===== src/rtl/pattern_serializer_if.sv =====
// Bus bundle for pattern_serializer: request side (start/pattern/repeat)
// plus the serial line and its status outputs. Names are from the
// serializer's point of view (_i driven into it, _o driven by it).
interface pattern_serializer_if #(
  parameter int WIDTH = 4,
  parameter int CNT_W = 4
);
  logic             start_i;
  logic [WIDTH-1:0] pattern_i;
  logic [CNT_W-1:0] rep_i;
  logic             a_o;
  logic             valid_o;
  logic             busy_o;
  logic             done_o;
  logic [1:0]       state_o;

  // Requester / observer side (bench or board controller)
  modport master (
    output start_i, pattern_i, rep_i,
    input  a_o, valid_o, busy_o, done_o, state_o
  );

  // Serializer side
  modport slave (
    input  start_i, pattern_i, rep_i,
    output a_o, valid_o, busy_o, done_o, state_o
  );
endinterface


===== src/rtl/pattern_serializer.sv =====
// pattern_serializer: sends a latched WIDTH-bit pattern MSB first, one bit
// per clock, REPEAT+1 times back to back, then pulses DONE for one cycle.
// Every output is a flop loaded from the next-state values, so outputs
// change exactly with the state and no input reaches an output
// combinationally.
module pattern_serializer #(
  parameter int WIDTH = 4,
  parameter int CNT_W = 4
) (
  input  logic                  clk_i,
  input  logic                  rst_ni,
  pattern_serializer_if.slave   bus
);

  localparam int IDX_W = (WIDTH > 2) ? $clog2(WIDTH) : 1;
  localparam logic [IDX_W-1:0] LAST_IDX = IDX_W'(WIDTH - 1);

  typedef enum logic [1:0] {
    ST_IDLE  = 2'd0,
    ST_SHIFT = 2'd1,
    ST_FIN   = 2'd2
  } state_e;

  state_e           state_q, state_d;
  logic [WIDTH-1:0] latch_q, latch_d;
  logic [WIDTH-1:0] shift_q, shift_d;
  logic [IDX_W-1:0] idx_q,   idx_d;
  logic [CNT_W-1:0] rep_q,   rep_d;
  logic             a_q,     a_d;
  logic             valid_q, valid_d;
  logic             busy_q,  busy_d;
  logic             done_q,  done_d;

  // Next-state logic: accept a request in IDLE, walk the bits in SHIFT,
  // reload the pattern at each pass boundary while repetitions remain.
  always_comb begin
    state_d = state_q;
    latch_d = latch_q;
    shift_d = shift_q;
    idx_d   = idx_q;
    rep_d   = rep_q;
    case (state_q)
      ST_IDLE: begin
        if (bus.start_i) begin
          latch_d = bus.pattern_i;
          shift_d = bus.pattern_i;
          rep_d   = bus.rep_i;
          idx_d   = {IDX_W{1'b0}};
          state_d = ST_SHIFT;
        end else begin
          state_d = ST_IDLE;
        end
      end
      ST_SHIFT: begin
        if (idx_q == LAST_IDX) begin
          // Last bit of this pass: either start the next pass with no gap
          // or finish. The counter is only decremented when non-zero.
          if (rep_q != {CNT_W{1'b0}}) begin
            shift_d = latch_q;
            idx_d   = {IDX_W{1'b0}};
            rep_d   = rep_q - CNT_W'(1);
            state_d = ST_SHIFT;
          end else begin
            shift_d = shift_q << 1;
            state_d = ST_FIN;
          end
        end else begin
          shift_d = shift_q << 1;
          idx_d   = idx_q + IDX_W'(1);
          state_d = ST_SHIFT;
        end
      end
      ST_FIN: begin
        state_d = ST_IDLE;
      end
      default: begin
        // Unused encoding recovers to IDLE on the next clock.
        state_d = ST_IDLE;
      end
    endcase
  end

  // Output decode of the upcoming state, so the output flops track the
  // state register cycle for cycle.
  always_comb begin
    a_d     = 1'b0;
    valid_d = 1'b0;
    busy_d  = 1'b0;
    done_d  = 1'b0;
    case (state_d)
      ST_SHIFT: begin
        a_d     = shift_d[WIDTH-1];
        valid_d = 1'b1;
        busy_d  = 1'b1;
      end
      ST_FIN: begin
        busy_d  = 1'b1;
        done_d  = 1'b1;
      end
      default: begin
        a_d     = 1'b0;
        valid_d = 1'b0;
      end
    endcase
  end

  // State, datapath and output registers; reset aborts any stream silently.
  always_ff @(posedge clk_i or negedge rst_ni) begin
    if (!rst_ni) begin
      state_q <= ST_IDLE;
      latch_q <= {WIDTH{1'b0}};
      shift_q <= {WIDTH{1'b0}};
      idx_q   <= {IDX_W{1'b0}};
      rep_q   <= {CNT_W{1'b0}};
      a_q     <= 1'b0;
      valid_q <= 1'b0;
      busy_q  <= 1'b0;
      done_q  <= 1'b0;
    end else begin
      state_q <= state_d;
      latch_q <= latch_d;
      shift_q <= shift_d;
      idx_q   <= idx_d;
      rep_q   <= rep_d;
      a_q     <= a_d;
      valid_q <= valid_d;
      busy_q  <= busy_d;
      done_q  <= done_d;
    end
  end

  assign bus.a_o     = a_q;
  assign bus.valid_o = valid_q;
  assign bus.busy_o  = busy_q;
  assign bus.done_o  = done_q;
  assign bus.state_o = state_q;

endmodule


===== src/flat_wrapper.sv =====
// flat-port wrapper written by rule: the top's interface ports become plain ports
module pattern_serializer_flat 
#(
  parameter int WIDTH = 4,
  parameter int CNT_W = 4
)
  (clk_i, rst_ni, bus_start_i, bus_pattern_i, bus_rep_i, bus_a_o, bus_valid_o, bus_busy_o, bus_done_o, bus_state_o);
  pattern_serializer_if #(.WIDTH(WIDTH), .CNT_W(CNT_W)) bus_i ();
  input  logic clk_i;
  input  logic rst_ni;
  input wire logic [$bits(bus_i.start_i)-1:0] bus_start_i;
  input wire logic [$bits(bus_i.pattern_i)-1:0] bus_pattern_i;
  input wire logic [$bits(bus_i.rep_i)-1:0] bus_rep_i;
  output wire logic [$bits(bus_i.a_o)-1:0] bus_a_o;
  output wire logic [$bits(bus_i.valid_o)-1:0] bus_valid_o;
  output wire logic [$bits(bus_i.busy_o)-1:0] bus_busy_o;
  output wire logic [$bits(bus_i.done_o)-1:0] bus_done_o;
  output wire logic [$bits(bus_i.state_o)-1:0] bus_state_o;
  assign bus_i.start_i = bus_start_i;
  assign bus_i.pattern_i = bus_pattern_i;
  assign bus_i.rep_i = bus_rep_i;
  assign bus_a_o = bus_i.a_o;
  assign bus_valid_o = bus_i.valid_o;
  assign bus_busy_o = bus_i.busy_o;
  assign bus_done_o = bus_i.done_o;
  assign bus_state_o = bus_i.state_o;
  pattern_serializer #(.WIDTH(WIDTH), .CNT_W(CNT_W)) u_core (.clk_i(clk_i), .rst_ni(rst_ni), .bus(bus_i));
endmodule

===== config.mk =====
export PLATFORM = sky130hd
export DESIGN_NAME = pattern_serializer_flat
export DESIGN_NICKNAME = d
export VERILOG_FILES = /design/src/rtl/pattern_serializer_if.sv /design/src/rtl/pattern_serializer.sv /design/src/flat_wrapper.sv
export SDC_FILE = /design/constraint.sdc
export NUM_CORES = 1
export LEC_CHECK = 0
export ABC_CLOCK_PERIOD_IN_PS = 3400
export CELL_PAD_IN_SITES_DETAIL_PLACEMENT = 0
export CELL_PAD_IN_SITES_GLOBAL_PLACEMENT = 1
export CORE_MARGIN = 2
export CORE_UTILIZATION = 42
export CTS_CLUSTER_DIAMETER = 60
export DETAILED_ROUTE_END_ITERATION = 8
export PLACE_DENSITY = 0.78
export SETUP_SLACK_MARGIN = 0.2
export SYNTH_ARGS = -nofsm -noshare
export SYNTH_HDL_FRONTEND = slang
export SYNTH_SLANG_ARGS = --single-unit

===== constraint.sdc =====
create_clock -name clk_i -period 3.4 [get_ports clk_i]
set_clock_uncertainty 0.2 [all_clocks]
set_input_delay 0.68 -clock clk_i [delete_from_list [all_inputs] [get_ports clk_i]]
set_output_delay 0.68 -clock clk_i [all_outputs]
set_load 0.02 [all_outputs]

==> metrics.yaml, run 1 <==
clocking:
  cts_sinks: 20
  cts.htree.levels: 1
  clk_pin_slew_ns: 0.12
  clk_latency_ns: 0.30
  cts_tree: "done"
  ctsResizeCount: 0
  numCtsBuffers: 3
  cts_hold_buffers: 0
  cts_root_buffer: "clkbuf_4"
  cts_buffer_depth: 2
  cts_setup_buffers: 0
die:
  fp.dieW_microns: 53
  die_y_microns: 53
  dieArea_sq_um: 2810
  start_util: 0.452
  rows: 17
  ioPinCount: 17
  core_sq_um: 2230
route:
  dr_total_vias: 802
  ant_nets: 0
  drc: 0
  first_iter_violations: 13
  drtPass1Iterations: 4
  routed_wl_microns: 2050
  wl_per_cell_microns: 13.8
  vias_per_cell: 5.38
placed_design:
  dp_hpwl_microns: 1520
  routabilityCongestion: 0.759
  port_buffers: 16
  dp.cells: 145
worst_setup_path:
  crit_type: "register to primary output"
  cp_max_fo: 11
  path_buf_inv: 1
  cp_data_arrival_time_ns: 1.55
  crit_family: "buffers and inverters"
  critPathRequiredTime_ns: 2.52
  crit_path_start_kind: "register"
  worst_path_max_delay_cell: "clkdlybuf4s50_1"
  cp-end-kind: "primary output"
  critPathMaxStageDelay_ns: 0.68
  crit_chain: "clkdlybuf4s50_1"
logic_synthesis:
  synth_xor_area_frac: 0
  synth.area.top_cells: "dfrtp_1 50%, nand2_1 5.2%, ha_1 5.0%, nand3_1 4.5%, a21oi_1 3.5%"
  synth_compound_area_frac: 0.161
  syn_nets: 121
  synth_simple_gate_area_frac: 0.222
  postSynthCellCount: 106
  synth_fa_ha_area_frac: 0.0496
  ys_seq_elements: 20
  synth_top_area_frac: 0.496
  yosysTopAreaCell: "dfrtp_1"
  synth_top_family_by_area: "simple AND/OR/NAND/NOR gates"
  syn_avg_cell_area_sq_um: 9.51
  syn-cell-area_sq_um: 1010
  synth_cell_types: 34
  yosysWarnings: 0
  synth.area.mux_share: 0.0199
  yosysSeqAreaShare: 0.496
grt:
  grt_pass1_wl_microns: 3440
  track_usage: 0.172
  grt_pass1_vias: 783
  grt_overflow: 0
  antenna_found_initial: 0
  grt_start_max_net_pins: 21
pwr:
  power_density_nw_per_um2: 731
  p_leak_nw: 0.567
  ir_worst_vdd_mv: 0.379
timing:
  max-slew-margin-rel: 0.406
  max_freq_ghz: 0.411
  setup_viol: 0
  rsz0062_at_grt: "no"
  tns_ns: 0
  finalHoldViolations: 0
  tightest_slew_ns: 0.889
  finalCritPeriodShare: 0.715
  fin_crit_ns: 2.43
  final-max-slew-violation-count: 0
layout:
  final_nets: 137
  n_antenna_cell: 0
  drive_gt1_frac: 0.0909
  syn_to_final_growth_pct: 22.1
  fin_cells: 149
flow_run:
  drv_cap: 0
worst_hold_path:
  hp-class: "register to register"
status:
  status: "completed"
[state kept, by name, summed over array words and instances, names as in the netlist]
register,count
u_core.bus.a_o,1
u_core.idx_q,2
u_core.shift_q,4
u_core.latch_q,4
u_core.bus.valid_o,1
u_core.bus.state_o,2
u_core.rep_q,4
u_core.bus.busy_o,1
u_core.bus.done_o,1
[area by class of cell]
class | count | area [sq um]
fillers | 207 | 1000
flip-flops and latches | 20 | 500
multi-input cells | 74 | 457
repair buffers | 16 | 160
well taps | 28 | 35.0
clock inverters | 1 | 30.0
inverters | 7 | 26.3
clock buffers | 3 | 22.5
[placed cells by master, fill, tap and decap left out]
| cell | count |
|---|---|
| nor2_1 | 7 |
| o21a_1 | 2 |
| a311oi_2 | 1 |
| a2bb2oi_1 | 1 |
| and2_1 | 1 |
| a211oi_1 | 1 |
| nand2_2 | 1 |
| mux2i_1 | 2 |
| a21oi_1 | 7 |
| nand2_1 | 14 |
| or3b_1 | 1 |
| and3_2 | 1 |
| nand4b_1 | 1 |
| a31oi_1 | 1 |
| a311o_1 | 1 |
| inv_1 | 7 |
| nor3_1 | 1 |
| ha_1 | 4 |
| or2_2 | 1 |
| bufinv_16 | 1 |
| nand4_1 | 1 |
| nor3b_2 | 1 |
| dfrtp_1 | 20 |
| o21ai_0 | 7 |
| clkbuf_4 | 3 |
| o22ai_1 | 2 |
| nand2b_1 | 1 |
| o311ai_0 | 1 |
| or3b_4 | 1 |
| clkdlybuf4s50_1 | 16 |
| nor2b_1 | 1 |
| a311oi_1 | 1 |
| nand3_1 | 9 |
| and2_4 | 1 |
[power breakdown]
group	switching (mW)	internal, mW
registers	0.0696	0.326
clock network	0.0726	0.119
logic	0.164	0.148
total	0.306	0.593
[through the flow]
| stage | cell area, sq um | worst slack (ns) | power [mW] | hold WS [ns] | util |
|---|---|---|---|---|---|
| global placement | 1180 | 0.868 | 0.708 | 0.264 | 0.528 |
| floorplan | 1010 | 1.54 | 0.618 | 0.184 | - |
| finish | 1230 | 0.968 | 0.899 | 0.290 | 0.551 |
| global route | 1230 | 0.874 | 0.968 | 0.321 | 0.551 |
| CTS | 1230 | 0.940 | 0.907 | 0.298 | 0.551 |
| detailed placement | 1180 | 0.817 | 0.712 | 0.271 | 0.528 |
[cell usage after synthesis (all sizes together)]
master and instances:
and2 2, or3b 2, nor2b 1, and3 1, mux2i 2, nand3 9
nand4b 1, a311o 1, a21oi 7, a211oi 1, inv 7, nand2b 1
o21ai 7, buf 3, a2bb2oi 1, nand4 1, nor3 1, a31oi 1
nor2 7, ha 4, a311oi 2, o21a 2, or2 1, nor3b 1
dfrtp 20, o311ai 1, o22ai 2, nand2 15, clkbuf 2
[worst paths after layout]
| check | cells after the start | to | slack [ns] | startpoint |
|---|---|---|---|---|
| max | 1 | bus_state_o[0] | 0.97 | u_core.bus.state_o[0]$_DFF_PN0_ |
| min | 2 | u_core.latch_q[1]$_DFFE_PN0P_ | 0.29 | u_core.latch_q[1]$_DFFE_PN0P_ |
| max reg2reg | 5 | u_core.bus.busy_o$_DFF_PN0_ | 1.33 | u_core.bus.state_o[0]$_DFF_PN0_ |
| min reg2reg | 2 | u_core.latch_q[1]$_DFFE_PN0P_ | 0.29 | u_core.latch_q[1]$_DFFE_PN0P_ |
| max in group asynchronous | 1 | u_core.latch_q[0]$_DFFE_PN0P_ | 1.78 | rst_ni |
| min in group asynchronous | 1 | u_core.shift_q[2]$_DFFE_PN0P_ | 0.67 | rst_ni |
[tightest hold or removal path: stages (launching register included)]
cell and delay, ns:
dfrtp_1 0.36, nand2_1 0.05, nand2_1 0.06
[layer usage]
layer	part of all wire	GRT usage	vias up	routed length, microns
li1	-	-	402	-
met1	0.47	0.223	383	966
met2	0.49	0.290	15	1010
met3	0.033	0.0339	2	68
met4	0.0058	0.0513	0	12
met5	0	0	-	0
[logic make-up after synthesis]
logic type,Yosys count
fa+ha+maj,4
mux,2
buf+inv,12
flops,20
compound gates,25
simple gates,43
Note: power is estimated with default switching activity, not from simulation.
==> run 2: changes to the inputs <==
--- a/config.mk
+++ b/config.mk
@@ -5,14 +5,14 @@
 export SDC_FILE = /design/constraint.sdc
 export NUM_CORES = 1
 export LEC_CHECK = 0
-export ABC_CLOCK_PERIOD_IN_PS = 3400
+export ABC_CLOCK_PERIOD_IN_PS = 2000
 export CELL_PAD_IN_SITES_DETAIL_PLACEMENT = 0
 export CELL_PAD_IN_SITES_GLOBAL_PLACEMENT = 1
 export CORE_MARGIN = 2
-export CORE_UTILIZATION = 42
+export CORE_UTILIZATION = 35
 export CTS_CLUSTER_DIAMETER = 60
 export DETAILED_ROUTE_END_ITERATION = 8
-export PLACE_DENSITY = 0.78
+export PLACE_DENSITY = 0.69
 export SETUP_SLACK_MARGIN = 0.2
 export SYNTH_ARGS = -nofsm -noshare
 export SYNTH_HDL_FRONTEND = slang
==> constraint.sdc (replaced) <==
create_clock -name clk_i -period 2 [get_ports clk_i]
set_clock_uncertainty 0.2 [all_clocks]
set_input_delay 0.4 -clock clk_i [delete_from_list [all_inputs] [get_ports clk_i]]
set_output_delay 0.4 -clock clk_i [all_outputs]
set_load 0.02 [all_outputs]
==> run 2 against run 1 <==
- worst setup slack lost 0.76 ns
- first-iteration DRC count up 15%
- count of clock-buffer cells in the layout grew 1
- power grew 70%
- routed wire length increased by 7.6%
- non-clock buffer count grew 12
- sequential share of layout area fell by 2.9 points
- combinational power rose by 100%
- global-route usage down 1.6 points
- register-to-register slack worse by 1.1 ns
- critical endpoint is now u_core.shift_q[0]$_DFFE_PN0P_
==> metrics.yaml, run 2 (synthesis gave the netlist of run 1 again) <==
placed_design:
  routabilityCongestion: 0.744
  dp_hpwl_microns: 1670
  port_buffers: 16
  dp_slack_ns: -0.0140
grt:
  grt_start_max_net_pins: 21
  grt_pass1_vias: 837
  antenna_found_initial: 0
  grt_overflow: 0
  track_usage: 0.156
  grt_pass1_wl_microns: 3860
clocking:
  clk_pin_slew_ns: 0.12
  cts_root_buffer: "clkbuf_4"
  cts_hold_buffers: 0
  cts.htree.levels: 1
  numCtsBuffers: 3
  clk_latency_ns: 0.30
  cts_sinks: 20
  cts_tree: "done"
  cts_buffer_depth: 2
layout:
  final_cell_mix: "20 x dfrtp_1, 14 x nand2_1, 12 x buf_4, 10 x clkdlybuf4s50_1, 9 x nand3_1"
  n_antenna_cell: 0
  syn_to_final_growth_pct: 31.4
  top_regs: "u_core.latch_q x4, u_core.rep_q x4, u_core.shift_q x4"
  final_common_cell: "dfrtp_1"
  drive_gt1_frac: 0.218
  final_nets: 149
  fin_util: 0.480
route:
  first_iter_violations: 15
  wl_per_cell_microns: 13.5
  vias_per_cell: 5.26
  dr_total_vias: 862
  drtPass1Iterations: 4
  drc: 0
  routed_wl_microns: 2210
  ant_nets: 0
timing:
  hold_slack_ns: 0.218
  setup_ws_ns: 0.210
  fin_crit_ns: 1.79
  finalHoldViolations: 0
  setup_viol: 0
  finalCritPeriodShare: 0.895
  rsz0062_at_grt: "yes"
  max-slew-margin-rel: 0.774
  final-max-slew-violation-count: 0
  tightest_slew_ns: 0.335
  max_freq_ghz: 0.559
worst_setup_path:
  r2r_end: "u_core.shift_q[0]$_DFFE_PN0P_"
  cp-startpoint: "u_core.rep_q[0]$_DFFE_PN0P_"
  cp-end-kind: "register"
  critPathRequiredTime_ns: 2.00
  r2r_slack_ns: 0.21
  cp_max_fo: 4
  crit_path_start_kind: "register"
  cp_data_arrival_time_ns: 1.79
  r2r_cells: 6
  crit_type: "register to register"
  cp-endpoint: "u_core.shift_q[0]$_DFFE_PN0P_"
  rr_startpoint: "u_core.rep_q[0]$_DFFE_PN0P_"
pwr:
  power_density_nw_per_um2: 1150
  p_leak_nw: 0.624
  ir_worst_vdd_mv: 0.693
die:
  ioPinCount: 17
  dieArea_sq_um: 3330
  core_sq_um: 2760
  rows: 19
  fp.dieW_microns: 57.7
  start_util: 0.366
  die_y_microns: 57.7
status:
  status: "completed"
worst_hold_path:
  hp-class: "input port to asynchronous set/reset pin"
flow_run:
  drv_cap: 0
[run 2: critical path, stage by stage (launching register included)]
cell and delay (ns):
dfrtp_1 0.41, inv_2 0.07, ha_4 0.12, or3b_4 0.39, and2_4 0.18, a311oi_2 0.25
nor2_1 0.07
[run 2: worst min-delay path by stage]
stage,cells past startpoint,startpoint,to
2_1_floorplan,0,rst_ni,u_core.bus.a_o$_DFF_PN0_
3_3_place_gp,2,u_core.latch_q[1]$_DFFE_PN0P_,u_core.latch_q[1]$_DFFE_PN0P_
3_5_place_dp,2,u_core.latch_q[2]$_DFFE_PN0P_,u_core.latch_q[2]$_DFFE_PN0P_
4_1_cts,2,rst_ni,u_core.rep_q[2]$_DFFE_PN0P_
5_1_grt,2,rst_ni,u_core.rep_q[2]$_DFFE_PN0P_
6_report,2,rst_ni,u_core.rep_q[0]$_DFFE_PN0P_
[run 2: layout make-up]
type,instances,area [sq um]
repair buffers,28,243
fillers,285,1430
inverters,7,26.3
clock buffers,4,36.3
well taps,31,38.8
multi-input cells,74,480
flip-flops and latches,20,500
[run 2: metal layers]
| metal | track usage | wire length, microns |
|---|---|---|
| met1 | 0.194 | 1020 |
| met2 | 0.260 | 1070 |
| met3 | 0.0402 | 86 |
| met4 | 0.0598 | 32 |
| met5 | 0 | 0 |
[run 2: through the flow]
stage	instances	TNS, ns	power [mW]	instance area (sq um)
final	164	0	1.53	1330
after global routing	164	0	1.66	1330
after CTS	164	0	1.53	1310
after detailed placement	159	-0.0212	1.28	1270
after global placement	159	0	1.26	1270
after floorplan	106	0	1.05	1010
[run 2: report_power, final]
part / leakage, nW / total (mW) / internal, mW / switching (mW)
logic: 0.363 / 0.639 / 0.316 / 0.324
registers: 0.240 / 0.651 / 0.554 / 0.0973
clock network: 0.0210 / 0.238 / 0.111 / 0.127
total: 0.624 / 1.53 / 0.980 / 0.548
[run 2: timing repair]
action                                 4_1_cts  5_1_grt
buffers inserted                             1        0
endpoints found under the hold margin        0        0
setup endpoints to repair                    8        6
pin swaps                                    3        3
resized for setup                            7        5
